<file path="src/rtl/tmc_spi_responder.sv">
`default_nettype none
// ============================================================================
// Module      : tmc_spi_responder
// Description : SPI mode-0 register-file responder, oversampled on clk.
//               Frame = 8-bit command (bit 7 = read, low ADDR_W bits = address)
//               followed by DATA_W data bits, MSB first. A read returns the
//               addressed register on miso; a write commits the received data
//               into the register file at the end of the data phase.
//               A local load port (ld_*) also writes the register file; an SPI
//               commit to the same address in the same clk takes priority.
// Ports       : clk, rst             - system clock, async active-high reset
//               sclk, csn, mosi      - SPI master signals (asynchronous)
//               miso, miso_oe        - SPI data out and its output enable
//               ld_en/ld_addr/ld_data- local register load
//               wr_stb/wr_addr/wr_data - committed SPI write notification
//               frame_done/frame_err - end-of-frame status pulses
// Parameters  : DATA_W (>= 2), ADDR_W (2..7)
// Revision    : 1.0 - initial release
// ============================================================================
module tmc_spi_responder #(
    parameter int DATA_W = 16,
    parameter int ADDR_W = 3
) (
    input  logic              clk,
    input  logic              rst,
    input  logic              sclk,
    input  logic              csn,
    input  logic              mosi,
    output logic              miso,
    output logic              miso_oe,
    input  logic              ld_en,
    input  logic [ADDR_W-1:0] ld_addr,
    input  logic [DATA_W-1:0] ld_data,
    output logic              wr_stb,
    output logic [ADDR_W-1:0] wr_addr,
    output logic [DATA_W-1:0] wr_data,
    output logic              frame_done,
    output logic              frame_err
);

    localparam int c_NREG       = 2 ** ADDR_W;
    localparam int c_FRAME_BITS = 8 + DATA_W;
    localparam int c_CNT_W      = $clog2(c_FRAME_BITS + 1);

    localparam logic [c_CNT_W-1:0] c_CMD_LAST  = c_CNT_W'(7);
    localparam logic [c_CNT_W-1:0] c_DATA_LAST = c_CNT_W'(c_FRAME_BITS - 1);

    localparam logic [1:0] c_IDLE = 2'd0;
    localparam logic [1:0] c_CMD  = 2'd1;
    localparam logic [1:0] c_DATA = 2'd2;
    localparam logic [1:0] c_DONE = 2'd3;

    // Synchronizers: stages 1-2 resolve metastability, stage 3 is the edge reference.
    logic r_sclk_s1, r_sclk_s2, r_sclk_s3;
    logic r_csn_s1,  r_csn_s2,  r_csn_s3;
    logic r_mosi_s1, r_mosi_s2;

    logic [1:0]         r_state;
    logic [c_CNT_W-1:0] r_cnt;
    logic [6:0]         r_cmd;      // first seven command bits; the 8th comes straight from mosi
    logic               r_rd;
    logic [ADDR_W-1:0]  r_addr;
    logic [DATA_W-2:0]  r_rx;       // received data less its final bit
    logic [DATA_W-1:0]  r_tx;
    logic [DATA_W-1:0]  r_regs [c_NREG];

    logic               r_miso;
    logic               r_miso_oe;
    logic               r_wr_stb;
    logic [ADDR_W-1:0]  r_wr_addr;
    logic [DATA_W-1:0]  r_wr_data;
    logic               r_frame_done;
    logic               r_frame_err;

    logic               w_sclk_rise;
    logic               w_sclk_fall;
    logic               w_csn_rise;
    logic               w_csn_fall;
    logic [ADDR_W-1:0]  w_cmd_addr;
    logic [DATA_W-1:0]  w_rx_full;

    assign w_sclk_rise = r_sclk_s2 & ~r_sclk_s3;
    assign w_sclk_fall = ~r_sclk_s2 & r_sclk_s3;
    assign w_csn_rise  = r_csn_s2 & ~r_csn_s3;
    assign w_csn_fall  = ~r_csn_s2 & r_csn_s3;

    // Address and data as they stand once the current mosi bit is included.
    assign w_cmd_addr  = {r_cmd[ADDR_W-2:0], r_mosi_s2};
    assign w_rx_full   = {r_rx, r_mosi_s2};

    always_ff @(posedge clk or posedge rst) begin
        if (rst) begin
            r_sclk_s1    <= 1'b0;
            r_sclk_s2    <= 1'b0;
            r_sclk_s3    <= 1'b0;
            r_csn_s1     <= 1'b1;
            r_csn_s2     <= 1'b1;
            r_csn_s3     <= 1'b1;
            r_mosi_s1    <= 1'b0;
            r_mosi_s2    <= 1'b0;
            r_state      <= c_IDLE;
            r_cnt        <= '0;
            r_cmd        <= '0;
            r_rd         <= 1'b0;
            r_addr       <= '0;
            r_rx         <= '0;
            r_tx         <= '0;
            r_miso       <= 1'b0;
            r_miso_oe    <= 1'b0;
            r_wr_stb     <= 1'b0;
            r_wr_addr    <= '0;
            r_wr_data    <= '0;
            r_frame_done <= 1'b0;
            r_frame_err  <= 1'b0;
            for (int i = 0; i < c_NREG; i++) begin
                r_regs[i] <= '0;
            end
        end else begin
            r_sclk_s1    <= sclk;
            r_sclk_s2    <= r_sclk_s1;
            r_sclk_s3    <= r_sclk_s2;
            r_csn_s1     <= csn;
            r_csn_s2     <= r_csn_s1;
            r_csn_s3     <= r_csn_s2;
            r_mosi_s1    <= mosi;
            r_mosi_s2    <= r_mosi_s1;

            r_miso_oe    <= ~r_csn_s2;
            r_wr_stb     <= 1'b0;
            r_frame_done <= 1'b0;
            r_frame_err  <= 1'b0;

            // Local load first so that an SPI commit below overrides it.
            if (ld_en) begin
                r_regs[ld_addr] <= ld_data;
            end

            if (w_csn_rise) begin
                r_frame_done <= (r_state == c_DONE);
                r_frame_err  <= (r_state == c_CMD) || (r_state == c_DATA);
                r_state      <= c_IDLE;
                r_miso       <= 1'b0;
            end else if (w_csn_fall) begin
                // Every new frame starts from a clean slate.
                r_state <= c_CMD;
                r_cnt   <= '0;
                r_cmd   <= '0;
                r_rd    <= 1'b0;
                r_rx    <= '0;
                r_tx    <= '0;
                r_miso  <= 1'b0;
            end else begin
                case (r_state)
                    c_CMD: begin
                        if (w_sclk_rise) begin
                            r_cmd <= {r_cmd[5:0], r_mosi_s2};
                            r_cnt <= r_cnt + 1'b1;
                            if (r_cnt == c_CMD_LAST) begin
                                r_state <= c_DATA;
                                r_rd    <= r_cmd[6];
                                r_addr  <= w_cmd_addr;
                                if (r_cmd[6]) begin
                                    r_tx <= r_regs[w_cmd_addr];
                                end
                            end
                        end
                    end
                    c_DATA: begin
                        if (w_sclk_rise) begin
                            r_rx  <= w_rx_full[DATA_W-2:0];
                            r_cnt <= r_cnt + 1'b1;
                            if (r_cnt == c_DATA_LAST) begin
                                r_state <= c_DONE;
                                if (!r_rd) begin
                                    r_regs[r_addr] <= w_rx_full;
                                    r_wr_stb       <= 1'b1;
                                    r_wr_addr      <= r_addr;
                                    r_wr_data      <= w_rx_full;
                                end
                            end
                        end
                    end
                    default: ;
                endcase

                // miso moves only on sclk falls; it carries data only while
                // a read frame is in its data phase.
                if (w_sclk_fall) begin
                    if ((r_state == c_DATA) && r_rd) begin
                        r_miso <= r_tx[DATA_W-1];
                        r_tx   <= {r_tx[DATA_W-2:0], 1'b0};
                    end else begin
                        r_miso <= 1'b0;
                    end
                end
            end
        end
    end

    assign miso       = r_miso;
    assign miso_oe    = r_miso_oe;
    assign wr_stb     = r_wr_stb;
    assign wr_addr    = r_wr_addr;
    assign wr_data    = r_wr_data;
    assign frame_done = r_frame_done;
    assign frame_err  = r_frame_err;

endmodule
`default_nettype wire

</file>
<file path="config.mk">
export PLATFORM = sky130hd
export DESIGN_NAME = tmc_spi_responder
export DESIGN_NICKNAME = d
export VERILOG_FILES = /design/src/rtl/tmc_spi_responder.sv
export SDC_FILE = /design/constraint.sdc
export NUM_CORES = 1
export LEC_CHECK = 0
export CORE_UTILIZATION = 25
export DETAILED_ROUTE_END_ITERATION = 16
export PLACE_DENSITY = 0.38
export SLEW_MARGIN = 10
export SYNTH_ARGS = -nofsm -noshare
export SYNTH_HDL_FRONTEND = slang
export SYNTH_SLANG_ARGS = --single-unit
</file>
<file path="constraint.sdc">
create_clock -name clk -period 15.32 [get_ports clk]
set_input_delay 4.596 -clock clk [delete_from_list [all_inputs] [get_ports clk]]
set_output_delay 4.596 -clock clk [all_outputs]
set_load 0.1 [all_outputs]
</file>
==> results.cfg <==
[status]
status = finished, final reports clean

[sta]
setup_tns_ns = 0
hold_viol = 0
setup_viol = 0
post-route-period-util = 0.437
min_period_ns = 6.69
finalMaxSlewViolations = 0
slew_headroom = 0.238
fin_skew_ns = 0.0303
max_freq_mhz = 149
rsz0062_at_grt = false
tightest_slew_ns = 1.14

[floorplan]
die_h_um = 211
die_area_um2 = 44300
start_util = 0.253
die_x_um = 211
io_pins = 49
core_area_um2 = 43000
num_rows = 76

[synthesis]
yosysTopAreaCell = dfrtp_1
ys_seq_area_frac = 0.482
synth_fp_nets = 813
synth_area_um2 = 10900
yosys.cell_types.count = 45
avgSynthCellArea_um2 = 13.9
synth_area_leaders = dfrtp_1 47%, mux2_2 21%, mux4_2 6.6%
yosysWarnings = 0
synth_cells = 782
synth_top_area_frac = 0.474
ys_seq_elements = 209

[hold_path]
hold_class = reg -> reg

[clock_tree]
post_cts_buffers = 0
htreeDepth = 1
cts_resized = 0
hold_buffers = 0
tritoncts = done
numCtsBuffers = 27
clk_latency_ns = 0.56
cts_root_buffer = clkbuf_16
clock-sinks = 209
clk_path_buf_depth = 3
cts.clk_slew.worst_paths_ns = 0.06

[critical_path]
cp_top_family = buffers and inverters
crit_buf_inv = 1
cp_cell_sequence = clkdlybuf4s50_1
start_kind = register
path_class = reg -> out
worstPathArrival_ns = 2.10
critPathRequiredTime_ns = 10.72
path_max_fanout = 2
cp_slowest_cell = clkdlybuf4s50_1
cp-end-kind = output port
cp_slowest_stage_delay_ns = 1.17

[power]
power_density_nw_per_um2 = 126
ir_worst_vdd_uv = 75.4
fin_total_pwr_mw = 1.61
leakagePower_nw = 5.49

[layout]
diodes = 0
mostFrequentLayoutCells = 206 x mux2_2, 204 x dfrtp_1, 63 x mux2_1
final_nets = 845
area_growth_pct = 18.1
drive_above_1_share = 0.396
final_area_um2 = 12800
final_common_cell = mux2_2

[global_routing]
grt_use_total = 0.144
grt_antenna_before_repair = 0
grt_pass1_wl_um = 47500
grt_max_degree = 86
grt_overflow = 0
grt_pass1_vias = 7033

[routing]
wl_um = 30800
drc_errors = 0
num_vias = 6477
viasPerCell = 4.56
wl_per_cell_um = 21.7
drt_iter0_drc = 230
antenna_left = 0
firstDrtPassIters = 6

[placed_design]
gp_congestion = 0.682
dpl-instance-area_um2 = 12000
portBuffers = 48
hpwl_um = 18100

[run]
drv_cap = 0
==> stage by stage <==
stage                     utilization  cells  hold slack (ns)  setup slack (ns)
after floorplan                     -    782            0.331              5.02
after global placement          0.278   1370            0.337              8.57
after detailed placement        0.278   1370            0.341              8.58
after CTS                       0.299   1419            0.353              8.58
after global routing            0.299   1419            0.354              8.58
final                           0.299   1419            0.351              8.63
==> cell families (layout without fill, tap and decap cells) <==
family | Yosys count | in the layout | share of synthesized area
fa+ha+maj | 6 | 6 | 0.00691
simple gates | 86 | 86 | 0.0485
compound gates | 80 | 80 | 0.0578
flops | 209 | 209 | 0.482
buf+inv | 73 | 125 | 0.0309
mux | 328 | 328 | 0.374
==> layer usage <==
layer,vias to the layer above,GRT usage,wire (µm)
met1,3381,0.195,14400
met5,-,0,0
li1,2982,-,-
met4,0,0.0390,684
met3,40,0.0188,758
met2,74,0.240,14900
==> sequential cells by signal, summed over array words and instances (netlist names), 2 cells and up <==
| signal | flops |
|---|---|
| r_addr | 3 |
| r_cmd | 7 |
| r_cnt | 5 |
| r_regs | 128 |
| r_rx | 15 |
| r_state | 2 |
| r_tx | 16 |
| wr_addr | 3 |
| wr_data | 16 |
==> layout make-up <==
class                   instances  area (µm²)
inverters                       8        37.5
clock buffers                  40         795
multi-input cells             500        5320
well taps                     585         732
clock inverters                 9        85.1
repair buffers                 68         631
flip-flops and latches        209        5240
fillers                      4420       30100
==> path summary, 6_finish.rpt <==
kind,start,endpoint,slack (ns),cells past startpoint
worst max-delay path,wr_data[10],wr_data[10],8.63,1
worst min-delay path,r_mosi_s1,r_mosi_s2,0.35,0
worst max register to register,r_csn_s2,r_regs[103],11.88,7
worst min register to register,r_mosi_s1,r_mosi_s2,0.35,0
max in group asynchronous,rst,r_cmd[1],9.28,3
min in group asynchronous,rst,r_regs[97],4.55,2
==> cells in the mapped netlist, drive strengths merged <==
| cell | instances |
|---|---|
| nor3b | 3 |
| nand2 | 10 |
| ha | 6 |
| nor2 | 36 |
| o21ai | 10 |
| dfstp | 3 |
| or2 | 4 |
| a31oi | 2 |
| a21oi | 4 |
| and2 | 1 |
| nor4bb | 1 |
| nor2b | 1 |
| nand4 | 3 |
| and3b | 2 |
| a221o | 12 |
| nand4b | 6 |
| o2bb2ai | 4 |
| a22oi | 1 |
| clkbuf | 40 |
| and4bb | 2 |
| mux2i | 17 |
| nor3 | 2 |
| mux2 | 279 |
| inv | 8 |
| and4b | 1 |
| nand2b | 5 |
| o21bai | 18 |
| nand3b | 3 |
| a31o | 1 |
| buf | 25 |
| a22o | 23 |
| nor4 | 1 |
| nand3 | 5 |
| dfrtp | 206 |
| a21o | 5 |
| mux4 | 32 |
==> report_power, final <==
group / internal [mW] / switching (mW)
clock: 0.375 / 0.253
combinational: 0.178 / 0.126
sequential: 0.637 / 0.0463
Power figures use the tool's default switching activity.
